$ cat src/rtl/sum_sq_sched.sv
// sum_sq_sched: two-requester round-robin sum-of-squares engine.
// Define SUM_SQ_SCHED_ABORT_EN to add the abort input.
module sum_sq_sched #(
  parameter int N_W   = 4,
  parameter int SUM_W = 11
) (
  input  logic             clk,
  input  logic             rst,
  input  logic [1:0]       req,
  input  logic [N_W-1:0]   n0,
  input  logic [N_W-1:0]   n1,
`ifdef SUM_SQ_SCHED_ABORT_EN
  input  logic             abort,
`endif
  output logic [1:0]       ack,
  output logic             busy,
  output logic             done,
  output logic             done_id,
  output logic [SUM_W-1:0] sum
);

  typedef enum logic {
    IDLE = 1'b0,
    RUN  = 1'b1
  } state_t;

  state_t           state, state_nx;
  logic             pri, pri_nx;
  logic             id_lat, id_nx;
  logic [N_W-1:0]   n_lat, n_nx;
  logic [N_W-1:0]   count, count_nx;
  logic [SUM_W-1:0] acc, acc_nx;
  logic [SUM_W-1:0] sum_nx, acc_add;
  logic [2*N_W-1:0] sq;
  logic [1:0]       ack_nx;
  logic             done_nx, done_id_nx;
  logic             gnt_id, kill, last;

`ifdef SUM_SQ_SCHED_ABORT_EN
  assign kill = abort;
`else
  assign kill = 1'b0;
`endif

  assign sq      = {{N_W{1'b0}}, count}
                 * {{N_W{1'b0}}, count};
  assign acc_add = acc
                 + {{(SUM_W-2*N_W){1'b0}}, sq};

  // Both asking: pri breaks the tie.
  assign gnt_id = (&req) ? pri : req[1];
  assign last   = (count == n_lat);
  assign busy   = (state == RUN);

  always_comb begin
    state_nx   = state;
    pri_nx     = pri;
    id_nx      = id_lat;
    n_nx       = n_lat;
    count_nx   = count;
    acc_nx     = acc;
    sum_nx     = sum;
    ack_nx     = 2'b00;
    done_nx    = 1'b0;
    done_id_nx = done_id;
    unique case (state)
      IDLE: begin
        if (|req) begin
          state_nx = RUN;
          id_nx    = gnt_id;
          n_nx     = gnt_id ? n1 : n0;
          count_nx = N_W'(1);
          acc_nx   = '0;
          ack_nx   = gnt_id ? 2'b10 : 2'b01;
        end
      end
      RUN: begin
        if (kill) begin
          state_nx = IDLE;
          pri_nx   = ~id_lat;
          count_nx = '0;
          acc_nx   = '0;
        end else if (n_lat == '0 || last) begin
          state_nx   = IDLE;
          sum_nx     = (n_lat == '0) ? '0 : acc_add;
          done_nx    = 1'b1;
          done_id_nx = id_lat;
          pri_nx     = ~id_lat;
          count_nx   = '0;
          acc_nx     = '0;
        end else begin
          acc_nx   = acc_add;
          count_nx = count + 1'b1;
        end
      end
      default: state_nx = IDLE;
    endcase
  end

  always_ff @(posedge clk) begin
    if (rst) begin
      state   <= IDLE;
      pri     <= 1'b0;
      id_lat  <= 1'b0;
      n_lat   <= '0;
      count   <= '0;
      acc     <= '0;
      sum     <= '0;
      ack     <= 2'b00;
      done    <= 1'b0;
      done_id <= 1'b0;
    end else begin
      state   <= state_nx;
      pri     <= pri_nx;
      id_lat  <= id_nx;
      n_lat   <= n_nx;
      count   <= count_nx;
      acc     <= acc_nx;
      sum     <= sum_nx;
      ack     <= ack_nx;
      done    <= done_nx;
      done_id <= done_id_nx;
    end
  end

endmodule

$ cat config.mk
export PLATFORM = sky130hd
export DESIGN_NAME = sum_sq_sched
export DESIGN_NICKNAME = d
export VERILOG_FILES = /design/src/rtl/sum_sq_sched.sv
export SDC_FILE = /design/constraint.sdc
export NUM_CORES = 1
export LEC_CHECK = 0
export ABC_AREA = 1
export CORE_AREA = 2 2 73 75
export CTS_CLUSTER_DIAMETER = 100
export DETAILED_ROUTE_END_ITERATION = 16
export DIE_AREA = 0 0 75 77
export HOLD_SLACK_MARGIN = 0.1
export PLACE_DENSITY = 0.71
export SLEW_MARGIN = 20
export SYNTH_ARGS = -nofsm -noshare
export SYNTH_HDL_FRONTEND = slang
export SYNTH_SLANG_ARGS = --single-unit
$ cat constraint.sdc
create_clock -name clk -period 2.62 [get_ports clk]
set_input_delay 0.524 -clock clk [delete_from_list [all_inputs] [get_ports clk]]
set_output_delay 0.524 -clock clk [all_outputs]
set_load 0.03 [all_outputs]
==> key figures <==
Run status
  • Status: completed

Logic synthesis
  • Sequential element share of the synthesized area: 0.344
  • Netlist cell types: 24
  • Seq cells post-synth: 37
  • Post-Syn Area: 2150 µm²
  • Area share of the leading cell type in the synthesized netlist: 0.344
  • Mapped Avg Cell Area: 7.02 µm²
  • Synth area leader: dfxtp_1
  • Synth top area cells: dfxtp_1 34%, nand2_1 19%, ha_1 8.7%
  • Syn Inst Count: 307
  • YS warnings: 0
  • Syn nets: 337

Clocking
  • Post-cts sizing count: 0
  • Worst-Skew Late Latency: 0.29 ns
  • Post-CTS Setup Bufs: 0
  • Worst-path clk slew: 0.08 ns
  • Num CTS Buffers: 5
  • H-Tree Depth: 2
  • CTS Buffer Depth: 2
  • CTS tree: yes
  • CTS Hold Bufs: 0
  • Clock Tree Root: clkbuf_8
  • TritonCTS sink count: 37

Drt
  • Routed wire per std cell: 10.9 µm
  • DR DRC count: 0
  • WL final: 4430 µm
  • Vias per cell: 4.80
  • DR iter-0 viols: 87
  • TritonRoute pass-1 iters: 4
  • DRT antenna net count: 0
  • Vias post-DR: 1949

Timing
  • Setup TNS: 0 ns
  • Period Utilization, post-route: 0.920
  • Final setup vio count: 0
  • Slew @ Worst Pin: 0.517 ns
  • Worst rel slew slack: 0.655
  • Fmax: 415 MHz
  • Fin. Hold Viols: 0
  • Skew final: 0.00518 ns
  • Max-slew violations: 0
  • Worst hold slack: 0.465 ns
  • Final WS setup: 0.209 ns
  • Unrepaired setup endpoints after global routing: yes
  • Tmin final: 2.41 ns

Die
  • Rows: 26
  • Die area: 5780 µm²
  • I/O pins: 28
  • Initial Util: 0.433
  • Chip width: 75 µm
  • Core region area: 4980 µm²
  • Die H: 77 µm

Global routing
  • Initial antenna violation count: 0
  • First-pass GRT wire length: 7730 µm
  • Remaining global-route overflow: 0
  • Grt peak-use layer: met2
  • Largest net degree at the start of global routing: 23
  • Gr usage total: 0.169
  • Vias in the first global route: 1766
  • Met3 Use GR: 0.0434
  • Grt met1 use: 0.214
  • M2 GR Usage: 0.284

Min path
  • Hold Path Class: flop to flop

Final layout
  • P&R area growth vs syn: 19.9%
  • Diodes inserted: 0
  • Commonest non-fill, non-tap cell in the layout: nand2_1
  • Final Instance Area: 2580 µm²
  • Fin util: 0.519
  • Filler cells: 488
  • Final net count: 365
  • Share of cells above drive strength 1: 0.122
  • Most frequent cells in the layout: 107 x nand2_1, 36 x inv_1, 35 x dfxtp_1, 27 x clkdlybuf4s50_1, 20 x a21oi_1

Setup path
  • Worst path bufs/invs: 1
  • CP startpoint kind: flop
  • Data required, critical path: 2.84 ns
  • Worst-path maximum fanout: 8
  • Worst setup EP type: flop
  • Crit-path max cell delay: 0.52 ns
  • Slowest library cell on the worst path: fa_1
  • Crit Path Category: flop to flop
  • Crit path cell chain: nand2_1 -> fa_1 -> inv_1 -> ha_1 -> nand2_1 -> nor2_1 -> nand2_1 -> nand2_1 -> xor2_1 -> nand2_2 -> a21oi_2
  • CP arrival: 2.63 ns
  • CP delay by family, top: adder cells
  • CP most frequent cell: nand2_1

Place
  • Final GP Congestion: 0.866
  • Port bufs: 27
  • DP HPWL: 3220 µm
  • Placed Area: 2480 µm²
  • DP Worst Slack: 0.104 ns

Power
  • PD cells: 498 nW/µm²
  • Static Leak: 1.22 nW
  • Worst vdd ir: 451 µV

Run
  • Max_cap viols: 0
## layer usage
metal,vias up,wire length [µm]
li1,1019,-
met1,884,2020
met5,-,0
met3,7,182
met4,0,58
met2,39,2170
## synth_stat cells
master and number:
nand2_2 12, nor2_4 1, ha_1 15, buf_2 1, nand2_1 107, dfxtp_1 37, a31oi_1 4, fa_1 3
nand4_1 2, xor2_1 6, inv_1 36, buf_4 2, a21o_1 1, a21oi_1 20, o22ai_1 1, buf_6 2
nor2_1 17, nand3_1 14, or2_2 1, clkbuf_1 4, inv_2 3, a21oi_2 10, o21ai_0 7, a211oi_1 1
## stage by stage
stage               total power [mW]  instances
finish                          1.29        406
global route                    1.35        406
CTS                             1.30        406
detailed placement             0.859        398
global placement               0.855        398
floorplan                      0.789        307
## report_power, final
part / switching, mW / total (mW) / internal (mW)
Sequential: 0.0161 / 0.605 / 0.589
Combinational: 0.159 / 0.240 / 0.0810
Clock: 0.205 / 0.443 / 0.238
## cell families after synthesis
| kind of cell | count (synthesis) | share of synthesized area |
|---|---|---|
| xor gates and xnor gates | 6 | 0.0244 |
| AOI/OAI and AO/OA | 44 | 0.125 |
| and+or+nand+nor | 154 | 0.297 |
| adders and majority gates | 18 | 0.115 |
| buffers and inverters | 48 | 0.0947 |
| DFF | 37 | 0.344 |
## final cells by class
cell class              count  area, µm²  share of cell area
repair buffers             30        293               0.113
clock inverters             1       5.00             0.00194
inverters                  39        146              0.0567
well taps                  70       87.6              0.0339
flip-flops and latches     37        743               0.288
clock buffers               7       96.3              0.0373
multi-input cells         222       1210               0.469
## state kept, by name (all words and copies together) (netlist names)
signal and flops:
count 4, acc 11, id_lat 1, done_id 1, busy 1, done 1, sum 11, n_lat 4
ack 2, pri 1
## path summary, 6_finish.rpt
check	cells after the start	endpoint	slack, ns	from
setup / recovery	11	acc[6]$_SDFFE_PP0P_	0.21	count[2]$_SDFFE_PP0P_
hold / removal	2	sum[0]$_SDFFE_PP0P_	0.47	sum[0]$_SDFFE_PP0P_
setup reg to reg	11	acc[6]$_SDFFE_PP0P_	0.21	count[2]$_SDFFE_PP0P_
hold reg to reg	2	sum[0]$_SDFFE_PP0P_	0.47	sum[0]$_SDFFE_PP0P_
## worst reg2reg max path, stage by stage, from the launching register on
cell and delay (ns):
dfxtp_2 0.42, nand2_1 0.12, fa_1 0.52, inv_1 0.04
ha_1 0.39, nand2_1 0.10, nor2_1 0.14, nand2_1 0.07
nand2_1 0.11, xor2_1 0.24, nand2_2 0.08, a21oi_2 0.12
No activity file was read; power rests on OpenSTA's default activity.
==> RTL edit 1: new RTL, config.mk and constraints unchanged <==
Make the reset (`rst`) asynchronous in one clocked block.
--- a/src/rtl/sum_sq_sched.sv
+++ b/src/rtl/sum_sq_sched.sv
@@ -97,7 +97,7 @@
     endcase
   end
 
-  always_ff @(posedge clk) begin
+  always_ff @(posedge clk or posedge rst) begin
     if (rst) begin
       state   <= IDLE;
       pri     <= 1'b0;
Behaviour: differs if rst is asserted again (counterexample within 4 cycles, from zero or initial values and one cycle with rst high); with rst held inactive, the same outputs for 10 cycles.
==> RTL edit 1 against the original RTL <==
- global-route usage rose by 1.6 points
- worst setup slack better by 0.019 ns
- sequential cell count unchanged
- final cell count shrank 5.7%
- synthesized area increased by 3.9%
- wire length grew 2.8%
- cell area is 3.0% higher
- synthesized cell count down 8.8%
Power is not compared: it rests on default switching activity, and its combinational part moved more than twofold at a synthesized area within 25%.
==> RTL edit 1: results (changes against the original RTL) <==
- Outcome: completed
- Critical path arrival: 2.62 ns (about the same)
- Reg2reg path depth: 13 (+2)
- Most frequent cells after synthesis: nand2_1, inv_1, dfrtp_1
- HP Start: id_lat
- Worst setup slack after placement: 0.2035 ns (+0.09968 ns)
- Sink Count: 37 (unchanged)
- Register area: 928.4 um2 (+25%)
- WHS Path Cells: 1 (-1)
- Mapped Cells: 280 (-8.8%)
- Detailed Route Iter0 Violations: 77 (-11%)
- R2R Setup Slk: 0.23 ns (+0.02 ns)
- Final-layout fill cell count: 457 (-6.4%)
- Synth unique cells: 29 (+21%)
- Hpwl dp: 3527 um (+9.4%)
- Placed Area: 2575 um2 (+3.9%)
- Ys async rst share: 100.0% (+100 points)
- Largest net degree at the start of global routing: 38 (+65%)
- RR Endpoint: acc[10]
- Drt first pass iters: 5 (+1)
- R2r startpoint: count[1]
- Post-Place Cells: 375 (-5.8%)
- CLK BUF: 6 (-1)
- Worst Hold Endpoint: pri
- DR WL/cell: 11.89 um (+9.0%)
- Synth Area in Compound Gates: 8.547% (-3.9 points)
- Total Routing Usage GR: 18.56% (+1.6 points)
- Multi-input comb cells: 193 (-13%)
- Initial antenna violation count: 0 (unchanged)
- Synth Area in XOR/XNOR: 1.564% (-0.87 points)
- Max IR drop VDD: 0.5764 mV
- Non-Clock Inverter Count: 46 (+18%)
- Vias: 1,815 (-6.9%)
- Worst-Margin Slew: 0.4630 ns (-0.05376 ns)
- GPL Wtd Cong: 0.8941 (+3.3%)
- Final Util: 53.44% (+1.5 points)
- Layout Skew: 0.007775 ns (+0.002600 ns)
- Die area: 5775 um2 (unchanged)
- Synth Area in Adders: 11.06% (-0.44 points)
- Ys flop type: dfrtp_1
- Top cells by area, synth: dfrtp_1, nand2_1, ha_1
- Share of cells above drive strength 1: 12.78% (+0.58 points)
- Repair and plain buffers: 29 (-3.3%)
- Layout net count: 342 (-6.3%)
- ClkCell Share: 3.104% (-0.82 points)
- Area occupied by multi-input gates: 1100 um2 (-9.3%)
- Sequential area share after synthesis: 41.34% (+7.0 points)
- First-pass GRT wire length: 8286 um (+7.1%)
- Hold Slack: 0.4633 ns (-0.002134 ns)
- NonClk Buf Share: 10.72% (-0.61 points)
- Syn nets: 310 (-8.0%)
- Drt total wl: 4553 um (+2.8%)
- I/O Buffers: 27 (unchanged)
RTL edit 1: worst max path at each step:
stage	from	end	slack [ns]
2_1_floorplan	count[1]	sum[7]	0.44
3_3_place_gp	count[2]	acc[7]	0.24
3_5_place_dp	count[1]	acc[7]	0.20
4_1_cts	count[1]	sum[10]	0.19
5_1_grt	count[1]	acc[7]	0.03
6_report	count[1]	acc[10]	0.23
RTL edit 1: power by group through the flow:
stage                     Sequential (uW)  Combinational (uW)  Clock [uW]
final                                 906                1360         391
after global routing                  938                1540         426
after CTS                             908                1390         400
after detailed placement              918                1390           0
after global placement                905                1360           0
after floorplan                      1010                 934           0
RTL edit 1: what timing repair did:
action,CTS,global route
gates resized for setup,0,2
setup endpoints to repair,0,4
hold buffers,0,0
buffers inserted,0,0
RTL edit 1: routing by layer:
layer,vias to the layer above,global-route usage [%],share of wire [%]
met5,-,0,0
met2,41,29.91,51
met4,0,5.536,1.6
li1,942,-,-
met3,6,4.993,3.5
met1,826,24.01,44
==> RTL edit 2: new RTL, same flow settings <==
Made on the original files. Set the parameter `N_W` to 5 (it was 4).
--- a/src/rtl/sum_sq_sched.sv
+++ b/src/rtl/sum_sq_sched.sv
@@ -1,7 +1,7 @@
 // sum_sq_sched: two-requester round-robin sum-of-squares engine.
 // Define SUM_SQ_SCHED_ABORT_EN to add the abort input.
 module sum_sq_sched #(
-  parameter int N_W   = 4,
+  parameter int N_W   = 5,
   parameter int SUM_W = 11
 ) (
   input  logic             clk,
Interface: changed (resized n0 and n1); port bits go from 28 to 30. No check against the original RTL was run, so the function may have changed too.
==> RTL edit 2 against the original RTL <==
- the run now ends with negative setup slack left
- cell area grew 24%
- count of clock-buffer cells in the layout shrank 1
- power grew 2.5%
- synthesized area grew 14%
- sequential share of layout area shrank 4.1 points
- worst setup slack lost 0.59 ns
- die area is the same
- critical path depth grew 3
- wire length grew 23%
- sequential cell count grew 2
- largest power group unchanged
==> RTL edit 2: results (changes against the original RTL) <==
- Detailed Route Iter0 Violations: 107 (+23%)
- Vias in the first global route: 1,969 (+11%)
- Max IR drop VDD: 0.2690 mV (-40%)
- Mapped Cells: 328 (+6.8%)
- Worst setup path endpoint: acc[8]
- Final-layout fill cell count: 426 (-13%)
- Setup violators final: 15 (+15)
- Worst setup margin: -0.3837 ns (-0.5923 ns)
- Sequential area share after synthesis: 31.89% (-2.5 points)
- GRT met1 Usage: 27.76% (+6.4 points)
- Most frequent cells after synthesis: nand2_1, inv_1, dfxtp_1
- Worst-Margin Slew: 0.6878 ns (+0.1710 ns)
- HP Start: sum[1]
- Setup TNS: -4.731 ns (-4.731 ns)
- Post-CTS Setup Bufs: 2 (+2)
- Max incr delay on CP: 0.54 ns (+0.02 ns)
- Failing checks: negative setup slack
- DRT met1 WL: 2542 um (+26%)
- Share of cells above drive strength 1: 20.32% (+8.1 points)
- Int Power: 907.9 uW (about the same)
- Syn nets: 374 (+11%)
- Synth unique cells: 27 (+13%)
- Worst Hold Endpoint: sum[1]
- Layout Skew: 0.004865 ns (-0.0003097 ns)
- Leakage: 0.001524 uW (+25%)
- CP max FO: 4 (-4)
- Wire length on met2: 2697 um (+24%)
- Share of power burned in registers: 48.7% (+1.7 points)
- P_clk: 408 uW (-7.9%)
- Met3 WL: 162 um (-11%)
- GPL Wtd Cong: 0.8375 (-3.3%)
- Post-Place Cells: 438 (+10%)
- Outcome: finished with violations
-- RTL edit 2: changes by cell type after synthesis, sizes merged, moves of 4 or more --
| cell | before | now |
|---|---|---|
| nand2 | 119 | 103 |
| inv | 39 | 50 |
| fa | 3 | 11 |
| ha | 15 | 21 |
| o211ai | 0 | 5 |
| a31oi | 4 | 0 |
-- RTL edit 2: cell families after synthesis --
| kind of cell | count (synthesis) | share of synthesized area [%] |
|---|---|---|
| xor gates and xnor gates | 9 | 3.219 |
| buffers and inverters | 60 | 11.09 |
| adders and majority gates | 32 | 19.72 |
| DFF | 39 | 31.89 |
| AOI/OAI and AO/OA | 47 | 10.63 |
| and+or+nand+nor | 141 | 23.45 |
-- RTL edit 2: cell type report --
class,instances,area [um2],share of cell area [%]
Sequential cell,39,792.0,24.70
Inverter,50,187.7,5.853
Multi-Input combinational cell,229,1577,49.16
Clock buffer,6,72.57,2.263
Timing Repair Buffer,53,478.0,14.90
Clock inverter,2,12.51,0.3902
Tap cell,70,87.58,2.731
